$ cat src/rtl/reg_proto_pkg.sv
// rtl/reg_proto_pkg.sv - shared constants, state encoding and command byte helper for the register-access protocol
package reg_proto_pkg;

    localparam logic [7:0] REG_MAGIC       = 8'hAA;
    localparam logic       REG_TYPE_RD     = 1'b0;
    localparam logic       REG_TYPE_WR     = 1'b1;
    localparam int         REG_CMD_BYTES   = 8;
    localparam int         REG_REPLY_BYTES = 4;

    typedef enum logic [1:0] {
        ST_IDLE,
        ST_SEND,
        ST_COLLECT,
        ST_DONE
    } master_state_t;

    // Command layout: magic, type, address LE, data LE.
    function automatic logic [7:0] cmd_byte(
        input logic [2:0]  idx,
        input logic        wr,
        input logic [15:0] addr,
        input logic [31:0] data
    );
        logic [7:0] b;
        case (idx)
            3'd0:    b = REG_MAGIC;
            3'd1:    b = {7'b0, wr};
            3'd2:    b = addr[7:0];
            3'd3:    b = addr[15:8];
            3'd4:    b = data[7:0];
            3'd5:    b = data[15:8];
            3'd6:    b = data[23:16];
            default: b = data[31:24];
        endcase
        return b;
    endfunction

endpackage

$ cat src/rtl/reg_cmd_master_if.sv
// rtl/reg_cmd_master_if.sv - request, command byte, reply byte and response signals of the register command master
interface reg_cmd_master_if;

    logic        req_valid;
    logic        req_ready;
    logic        req_wr;
    logic [15:0] req_addr;
    logic [31:0] req_data;

    logic [7:0]  cmd_out;
    logic        cmd_wr;
    logic        cmd_ready;

    logic [7:0]  reply_in;
    logic        reply_rdy;
    logic        reply_ack;
    logic        reply_end;

    logic        resp_valid;
    logic [31:0] resp_data;
    logic        resp_err;

    modport master (
        input  req_valid, req_wr, req_addr, req_data,
        input  cmd_ready,
        input  reply_in, reply_rdy, reply_end,
        output req_ready,
        output cmd_out, cmd_wr,
        output reply_ack,
        output resp_valid, resp_data, resp_err
    );

    modport slave (
        output req_valid, req_wr, req_addr, req_data,
        output cmd_ready,
        output reply_in, reply_rdy, reply_end,
        input  req_ready,
        input  cmd_out, cmd_wr,
        input  reply_ack,
        input  resp_valid, resp_data, resp_err
    );

endinterface

$ cat src/rtl/reg_reply_collector.sv
// rtl/reg_reply_collector.sv - gathers the 4-byte LE reply, checks reply_end framing and times out stalled replies
module reg_reply_collector
    import reg_proto_pkg::*;
#(
    parameter int TIMEOUT_CYCLES = 1024,
    parameter int TCNT_W         = 11
) (
    input  logic        clk,
    input  logic        reset_n,
    input  logic        start,
    input  logic        active,
    input  logic [7:0]  reply_in,
    input  logic        reply_rdy,
    input  logic        reply_end,
    output logic        reply_ack,
    output logic        done,
    output logic        err,
    output logic [31:0] data
);

    localparam logic [1:0]        LAST_REPLY = 2'(REG_REPLY_BYTES - 1);
    localparam logic [TCNT_W-1:0] TCNT_LAST  = TCNT_W'(TIMEOUT_CYCLES - 1);

    logic [1:0]        ri;
    logic [TCNT_W-1:0] tcnt;
    logic [TCNT_W-1:0] tcnt_inc;
    logic              timeout;

    assign reply_ack = active && reply_rdy;
    assign tcnt_inc  = tcnt + 1'b1;
    assign timeout   = active && !reply_rdy && (tcnt_inc == TCNT_LAST);

    // The final byte must carry reply_end; any earlier reply_end is a framing error.
    always_comb begin
        done = 1'b0;
        err  = 1'b0;
        if (reply_ack) begin
            if (ri == LAST_REPLY) begin
                done = 1'b1;
                err  = !reply_end;
            end else if (reply_end) begin
                done = 1'b1;
                err  = 1'b1;
            end
        end else if (timeout) begin
            done = 1'b1;
            err  = 1'b1;
        end
    end

    always_ff @(posedge clk or negedge reset_n) begin
        if (!reset_n) begin
            ri   <= '0;
            tcnt <= '0;
            data <= '0;
        end else if (start) begin
            ri   <= '0;
            tcnt <= '0;
        end else if (reply_ack) begin
            data[{ri, 3'b000} +: 8] <= reply_in;
            ri                      <= ri + 2'd1;
            tcnt                    <= '0;
        end else if (active) begin
            tcnt <= tcnt_inc;
            if (timeout) begin
                data <= '0;
            end
        end
    end

endmodule

$ cat src/rtl/reg_cmd_master.sv
// rtl/reg_cmd_master.sv - serialises a register request into the 8-byte command and returns the assembled reply
module reg_cmd_master
    import reg_proto_pkg::*;
#(
    parameter int TIMEOUT_CYCLES = 1024,
    parameter int TCNT_W         = 11
) (
    input  logic             clk,
    input  logic             reset_n,
    reg_cmd_master_if.master bus
);

    localparam logic [2:0] LAST_CMD = 3'(REG_CMD_BYTES - 1);

    master_state_t state;
    logic [2:0]    bi;
    logic          lat_wr;
    logic [15:0]   lat_addr;
    logic [31:0]   lat_data;
    logic          resp_valid_q;
    logic          resp_err_q;

    logic          cmd_fire;
    logic          collecting;
    logic          col_start;
    logic          col_done;
    logic          col_err;
    logic          col_ack;
    logic [31:0]   col_data;

    assign cmd_fire   = (state == ST_SEND) && bus.cmd_ready;
    assign collecting = (state == ST_COLLECT);
    assign col_start  = cmd_fire && (bi == LAST_CMD);

    assign bus.req_ready  = (state == ST_IDLE);
    assign bus.cmd_wr     = cmd_fire;
    assign bus.cmd_out    = cmd_byte(bi, lat_wr, lat_addr, lat_data);
    assign bus.reply_ack  = col_ack;
    assign bus.resp_valid = resp_valid_q;
    assign bus.resp_err   = resp_err_q;
    assign bus.resp_data  = col_data;

    reg_reply_collector #(
        .TIMEOUT_CYCLES(TIMEOUT_CYCLES),
        .TCNT_W        (TCNT_W)
    ) u_collector (
        .clk      (clk),
        .reset_n  (reset_n),
        .start    (col_start),
        .active   (collecting),
        .reply_in (bus.reply_in),
        .reply_rdy(bus.reply_rdy),
        .reply_end(bus.reply_end),
        .reply_ack(col_ack),
        .done     (col_done),
        .err      (col_err),
        .data     (col_data)
    );

    always_ff @(posedge clk or negedge reset_n) begin
        if (!reset_n) begin
            state        <= ST_IDLE;
            bi           <= '0;
            lat_wr       <= REG_TYPE_RD;
            lat_addr     <= '0;
            lat_data     <= '0;
            resp_valid_q <= 1'b0;
            resp_err_q   <= 1'b0;
        end else begin
            resp_valid_q <= 1'b0;
            case (state)
                ST_IDLE: begin
                    if (bus.req_valid) begin
                        lat_wr   <= bus.req_wr;
                        lat_addr <= bus.req_addr;
                        // Reads carry an all-zero data field on the wire.
                        lat_data <= (bus.req_wr == REG_TYPE_WR) ? bus.req_data : 32'h0;
                        bi       <= '0;
                        state    <= ST_SEND;
                    end
                end
                ST_SEND: begin
                    if (cmd_fire) begin
                        bi <= bi + 3'd1;
                        if (bi == LAST_CMD) begin
                            state <= ST_COLLECT;
                        end
                    end
                end
                ST_COLLECT: begin
                    if (col_done) begin
                        resp_valid_q <= 1'b1;
                        resp_err_q   <= col_err;
                        state        <= ST_DONE;
                    end
                end
                ST_DONE: begin
                    state <= ST_IDLE;
                end
                default: begin
                    state <= ST_IDLE;
                end
            endcase
        end
    end

endmodule

$ cat src/flat_wrapper.sv
// flat-port wrapper written by rule: the top's interface ports become plain ports
module reg_cmd_master_flat import reg_proto_pkg::*;
#(
    parameter int TIMEOUT_CYCLES = 1024,
    parameter int TCNT_W         = 11
)
  (clk, reset_n, bus_req_valid, bus_req_wr, bus_req_addr, bus_req_data, bus_cmd_ready, bus_reply_in, bus_reply_rdy, bus_reply_end, bus_req_ready, bus_cmd_out, bus_cmd_wr, bus_reply_ack, bus_resp_valid, bus_resp_data, bus_resp_err);
  reg_cmd_master_if bus_i ();
  input  logic clk;
  input  logic reset_n;
  input wire logic [$bits(bus_i.req_valid)-1:0] bus_req_valid;
  input wire logic [$bits(bus_i.req_wr)-1:0] bus_req_wr;
  input wire logic [$bits(bus_i.req_addr)-1:0] bus_req_addr;
  input wire logic [$bits(bus_i.req_data)-1:0] bus_req_data;
  input wire logic [$bits(bus_i.cmd_ready)-1:0] bus_cmd_ready;
  input wire logic [$bits(bus_i.reply_in)-1:0] bus_reply_in;
  input wire logic [$bits(bus_i.reply_rdy)-1:0] bus_reply_rdy;
  input wire logic [$bits(bus_i.reply_end)-1:0] bus_reply_end;
  output wire logic [$bits(bus_i.req_ready)-1:0] bus_req_ready;
  output wire logic [$bits(bus_i.cmd_out)-1:0] bus_cmd_out;
  output wire logic [$bits(bus_i.cmd_wr)-1:0] bus_cmd_wr;
  output wire logic [$bits(bus_i.reply_ack)-1:0] bus_reply_ack;
  output wire logic [$bits(bus_i.resp_valid)-1:0] bus_resp_valid;
  output wire logic [$bits(bus_i.resp_data)-1:0] bus_resp_data;
  output wire logic [$bits(bus_i.resp_err)-1:0] bus_resp_err;
  assign bus_i.req_valid = bus_req_valid;
  assign bus_i.req_wr = bus_req_wr;
  assign bus_i.req_addr = bus_req_addr;
  assign bus_i.req_data = bus_req_data;
  assign bus_i.cmd_ready = bus_cmd_ready;
  assign bus_i.reply_in = bus_reply_in;
  assign bus_i.reply_rdy = bus_reply_rdy;
  assign bus_i.reply_end = bus_reply_end;
  assign bus_req_ready = bus_i.req_ready;
  assign bus_cmd_out = bus_i.cmd_out;
  assign bus_cmd_wr = bus_i.cmd_wr;
  assign bus_reply_ack = bus_i.reply_ack;
  assign bus_resp_valid = bus_i.resp_valid;
  assign bus_resp_data = bus_i.resp_data;
  assign bus_resp_err = bus_i.resp_err;
  reg_cmd_master #(.TIMEOUT_CYCLES(TIMEOUT_CYCLES), .TCNT_W(TCNT_W)) u_core (.clk(clk), .reset_n(reset_n), .bus(bus_i));
endmodule
$ cat config.mk
export PLATFORM = sky130hd
export DESIGN_NAME = reg_cmd_master_flat
export DESIGN_NICKNAME = d
export VERILOG_FILES = /design/src/rtl/reg_proto_pkg.sv /design/src/rtl/reg_cmd_master_if.sv /design/src/rtl/reg_reply_collector.sv /design/src/rtl/reg_cmd_master.sv /design/src/flat_wrapper.sv
export SDC_FILE = /design/constraint.sdc
export NUM_CORES = 1
export LEC_CHECK = 0
export ABC_CLOCK_PERIOD_IN_PS = 2200
export BUFFER_PORTS_ARGS = -buffer_cell sky130_fd_sc_hd__buf_2
export CAP_MARGIN = 20
export CORE_MARGIN = 4
export CORE_UTILIZATION = 51
export CTS_BUF_LIST = sky130_fd_sc_hd__clkbuf_8
export DETAILED_ROUTE_END_ITERATION = 16
export PLACE_DENSITY_LB_ADDON = 0.08
export SYNTH_ARGS = -nofsm -noshare
export SYNTH_HDL_FRONTEND = slang
export SYNTH_SLANG_ARGS = --single-unit
export TNS_END_PERCENT = 20
$ cat constraint.sdc
create_clock -name clk -period 2.2 [get_ports clk]
set_input_delay 0.11 -clock clk [delete_from_list [all_inputs] [get_ports clk]]
set_output_delay 0.11 -clock clk [all_outputs]
set_load 0.02 [all_outputs]
### Word-level counts from Yosys, hierarchy flattened

Index checks and enable logic that the tools add are counted.

| storage, ports and cells | value |
|---|---|
| flip-flop bits (word level) | 101 |
| input bits | 63 |
| logic and storage cells | 79 |
| output and inout bits | 45 |

| cells by class | value |
|---|---|
| mux-type cells | 27 |
| $add $sub $neg | 4 |
| reductions and logical operators | 19 |
| equality and inequality tests | 16 |
| shifts and indexed selects | 2 |
| bitwise operators | 1 |

Operators by type and width:

| kind | number |
|---|---|
| 32-bit 2-to-1 mux | 4 |
| 8-bit one-hot mux with 7 select lines | 1 |
| 11-bit 2-to-1 mux | 3 |
| 32-bit bitwise mux | 1 |
| 8-bit by 7-bit variable shift with 32-bit output (first input constant) | 1 |
| 8-bit by 7-bit indexed part select with 32-bit output | 1 |
| 3-bit equality test (second input constant) | 4 |
| 2-bit 2-to-1 mux | 6 |
| 11-bit by 1-bit adder with 11-bit output (second input constant) | 1 |
| 11-bit by 10-bit equality test with 1-bit output (second input constant) | 1 |
| 1-bit 2-to-1 mux | 8 |
| 2-bit one-hot mux with 4 select lines | 1 |
| 2-bit nonzero test | 4 |
| 5-bit negation with 7-bit output | 1 |
| 2-bit equality test (second input constant) | 3 |
| 3-bit by 2-bit equality test with 1-bit output (second input constant) | 2 |
| 3-bit 2-to-1 mux | 2 |
| 3-bit one-hot mux with 2 select lines | 1 |
| 3-bit AND reduction | 2 |
| 1-bit logical AND | 5 |
| 2-bit by 1-bit inequality test with 1-bit output (second input constant) | 2 |
| 2-bit inequality test (second input constant) | 2 |
| 2-bit AND reduction | 2 |
| 4-bit AND reduction | 1 |
| 9 further kinds | 10 |

### Longest topological paths before layout

| logic depth | value |
|---|---|
| depth in word-level cells | 7 |
| mapped depth | 9 |

### Cells and area by module

From an unflattened synthesis, not the netlist that was laid out.

| unflattened totals | value |
|---|---|
| cells, all modules | 530 |
| area, all modules | 5142.4 um^2 |

By module, submodules not included:

| module | times used | area an instance (um^2) | cells each |
|---|---|---|---|
| reg_cmd_master | 1 | 2742.6 | 273 |
| reg_reply_collector | 1 | 2399.8 | 257 |

### Least setup slack after synthesis

OpenSTA, ideal clock, no wires.

| timing | value |
|---|---|
| kind | register -> output |
| start | register u_core.bi[2] |
| end | output bus_cmd_out[2] |
| cell stages (with the launch flop) | 9 |
| path slack | -0.279 ns |
| data required time | 2.090 ns |
| arrival time | 2.369 ns |
| cell sequence | dfrtp_1 > clkbuf_1 > inv_1 > ha_1 > clkbuf_1 > or4_1 > clkbuf_1 > clkbuf_1 > a41oi_1 |

| between the ends | value |
|---|---|
| word-level cells in the longest chain between the ends | 2 |
| elaborated cells on any way between the ends | 8 |
| classes of those cells | eq/ne (6); mux (1); reduce/logical (1) |

Ends and longest elaborated chain:

| item | line | RTL |
|---|---|---|
| start, declared | reg_cmd_master.sv:16 | `logic [2:0] bi;` |
| start signal, assigned | reg_cmd_master.sv:84 | `bi <= bi + 3'd1;` |
| 3-bit equality test, or another cell as far along | reg_proto_pkg.sv:25 | `case (idx)` |
| 8-bit one-hot mux with 7 select lines * | reg_proto_pkg.sv:25 |  |
| end, declared | flat_wrapper.sv:20 | `output wire logic [$bits(bus_i.cmd_out)-1:0] bus_cmd_out;` |

Every way passes the cells marked *; elsewhere a longest branch is shown, timed or not.

### Final worst setup path

| timing | value |
|---|---|
| start | register u_core.bi[1] |
| end | output bus_cmd_out[0] |

The elaborated chain is that of the path after synthesis.

==> results by group <==
Outcome
  – Status: complete, but fails checks
  – Failing checks: setup timing

Synth
  – Post-synth top area cell: dfrtp_1
  – Synth cell types: 49
  – Asr flop ratio synth: 1.00
  – Most common cell in the netlist: dfrtp_1
  – Ranking of synthesized cells by area: dfrtp_1, a22o_1, nand2_1
  – Post-synth net total: 553
  – EDFF count, synth: 0
  – Synth Cell Area: 4860 um^2
  – Sequential share of the synthesized area: 0.520
  – Yosys warns: 0
  – Syn Area/Cell: 10.2 um^2
  – #FFs+latches synth: 101
  – Synth cell count leaders: dfrtp_1, nand2_1, o21ai_0, a22o_1, nor2_1
  – Cell count after synthesis: 474
  – Top cell type's share of synthesized area: 0.520
  – Synth Flop Type: dfrtp_1

Global routing
  – GRT Max-Usage Layer: met2
  – Initial antenna violation count: 0
  – Largest net degree at the start of global routing: 82
  – M1 GR Usage: 0.310
  – Global-route wire length before repair: 20900 um
  – Vias in the first global route: 4164
  – Total track usage: 0.236
  – Met2 usage: 0.408
  – Global-route track usage on met3: 0.0429
  – Total grt overflow: 0

STA
  – Max Slew Vio Count: 0
  – Final setup margin: -0.181 ns
  – Setup Total Neg Slack: -1.23 ns
  – Max-slew headroom: 0.597
  – Final hold viol count: 0
  – Finish-stage setup viols: 8
  – Fmax achieved: 420 MHz
  – Final period util: 1.08
  – RSZ-0062 raised after global routing: yes
  – Min Tclk post-route: 2.38 ns
  – Final worst clock skew: 0.00876 ns
  – Tightest Pin Transition: 0.604 ns

Routing
  – Routed Antenna Nets: 0
  – # DRC: 0
  – Routed vias: 4147
  – Initial drt markers: 253
  – 1st-pass router iterations: 5
  – Total routed wirelength: 12900 um
  – Vias per cell: 5.43
  – Routed length per instance: 16.8 um

Layout
  – Antenna cells: 0
  – Final core occ: 0.707
  – FILL cells: 700
  – Multi-input combinational cell area: 2330 um^2
  – Area grow syn2layout: 34.5%
  – Post-layout nets: 709
  – Final instance area: 6530 um^2
  – Register cell area after layout: 2530 um^2
  – Layout cells sized above 1: 0.328

Critical path
  – CP max FO: 8
  – Worst setup SP type: flip-flop
  – Setup CP Type: flip-flop to output pin
  – CP Data Arrival Time: 2.27 ns
  – Required time worst endpoint: 2.09 ns
  – CP Capture Type: output pin

Clock network
  – Clock transition at path regs: 0.09 ns
  – H-Tree Depth: 3
  – Buffer depth of the longest clock path: 2
  – CTS Buf Count: 9
  – CTS tree: yes
  – Root Driver: clkbuf_8
  – Clock latency on the worst-skew pair: 0.37 ns
  – Clock Sinks: 101

Floorplanning
  – Core area: 9240 um^2
  – Placement row count: 35
  – Initial Util: 0.526
  – Die Span Y: 106 um
  – Top Ports: 108
  – Horiz. Die Dim: 106 um
  – DIE AREA: 11100 um^2

Pwr
  – Switching share of power: 0.404
  – VDD IR max: 0.621 mV
  – Comb power frac: 0.468
  – Clock group share of total power: 0.152
  – Net Sw Power: 3.45 mW
  – Total power: 8.54 mW
  – Pwr/cell area: 1310 nW/um^2
  – Reg power frac: 0.380
  – Leak Pwr: 3.13 nW
  – Internal power: 5.08 mW

Min path
  – HP Class: primary input to flip-flop

Placement
  – Gp weighted congestion: 0.826
  – Dpl ws: 0.0297 ns
  – Cell area after placement: 5640 um^2
  – Post-DP HPWL: 8740 um
  – Port Buffer Count: 107

Job
  – Max-Cap Viols: 0
[logic make-up after synthesis]
group,synth area share
AO/OA/AOI/OAI,0.204
buffers and inverters,0.0358
XOR/XNOR,0.00722
flip-flops,0.520
adder cells (fa/ha/maj),0.0412
multiplexers,0.0508
AND/OR/NAND/NOR,0.141
[critical path: stages (launching register included)]
cell and delay [ns]:
dfrtp_1 0.41, buf_6 0.13, ha_4 0.16, ha_4 0.15, or4_4 0.53, buf_12 0.18, inv_2 0.04, a221o_1 0.17
buf_6 0.13
[final timing paths]
kind | start | to | slack (ns) | cells past startpoint
max in group asynchronous | reset_n | u_core.u_collector.data[17]$_DFFE_PN0P_ | 1.25 | 3
worst max register to register | u_core.u_collector.tcnt[0]$_DFFE_PN0P_ | u_core.u_collector.data[11]$_DFFE_PN0P_ | 0.12 | 7
min in group asynchronous | reset_n | u_core.lat_data[20]$_DFFE_PN0P_ | 0.24 | 2
worst min-delay path | bus_req_data[5] | u_core.lat_data[5]$_DFFE_PN0P_ | 0.003 | 3
worst max-delay path | u_core.bi[1]$_DFFE_PN0P_ | bus_cmd_out[0] | -0.18 | 8
worst min register to register | u_core.lat_data[1]$_DFFE_PN0P_ | u_core.lat_data[1]$_DFFE_PN0P_ | 0.48 | 2
[state kept, by name, indices dropped and copies added (netlist names)]
register and count:
u_core.bi 3, u_core.bus.resp_err 1, u_core.bus.resp_valid 1, u_core.lat_addr 16, u_core.lat_data 32, u_core.lat_wr 1
u_core.state 2, u_core.u_collector.data 32, u_core.u_collector.ri 2, u_core.u_collector.tcnt 11
[cell usage in the layout, fill, tap and decap left out, types with 3 or more instances in the layout]
cell type      instances
dfrtp_2                3
a32oi_1                4
nor2b_1                4
o31ai_1                3
ha_4                   4
mux2_2                21
or3_1                  3
nor2_4                 5
buf_4                 23
a21oi_4                4
inv_1                 14
buf_2                 99
clkbuf_8               9
nand2_1               84
inv_2                  3
xor2_1                 3
a21oi_1                8
and2_1                 3
dfrtp_1               98
o21ai_0               55
a41oi_2                3
ha_1                  10
and4_1                 3
buf_6                  5
nand2b_1               3
dlygate4sd3_1         41
buf_12                 3
a222oi_1               3
nand3_1                9
a22o_1                37
nor2_1                16
[area by class of cell]
type / instances / share of cell area
Sequential cell: 101 / 0.388
Multi-Input combinational cell: 329 / 0.356
Timing Repair Buffer: 172 / 0.187
Tap cell: 129 / 0.0247
Clock buffer: 9 / 0.0190
Clock inverter: 7 / 0.0149
Inverter: 17 / 0.0103
[through the flow]
stage          cells  hold slack, ns
2_1_floorplan    474          -0.186
3_3_place_gp     698           0.115
3_5_place_dp     698           0.122
4_1_cts          758        0.000960
5_1_grt          764         0.00123
6_report         764         0.00324
[power by group through the flow]
| stage | registers (mW) | clock network (mW) | logic, mW |
|---|---|---|---|
| detailed placement | 3.22 | 0 | 3.46 |
| global route | 3.32 | 1.42 | 4.34 |
| global placement | 3.20 | 0 | 3.37 |
| finish | 3.24 | 1.30 | 3.99 |
| floorplan | 3.37 | 0 | 2.09 |
| CTS | 3.21 | 1.34 | 3.88 |
[layer usage]
metal / vias to the layer above / part of all wire
met2: 90 / 0.51
met4: 0 / 0.010
met3: 11 / 0.038
li1: 2005 / -
met1: 2041 / 0.44
met5: - / 0
[timing repair]
action,CTS,global route
pin swaps,7,5
hold buffers,38,3
endpoints found under the setup margin,9,43
buffers inserted,5,3
gates cloned,1,0
endpoints found under the hold margin,74,3
gates resized for setup,30,20
(Power assumes the default switching activity.)
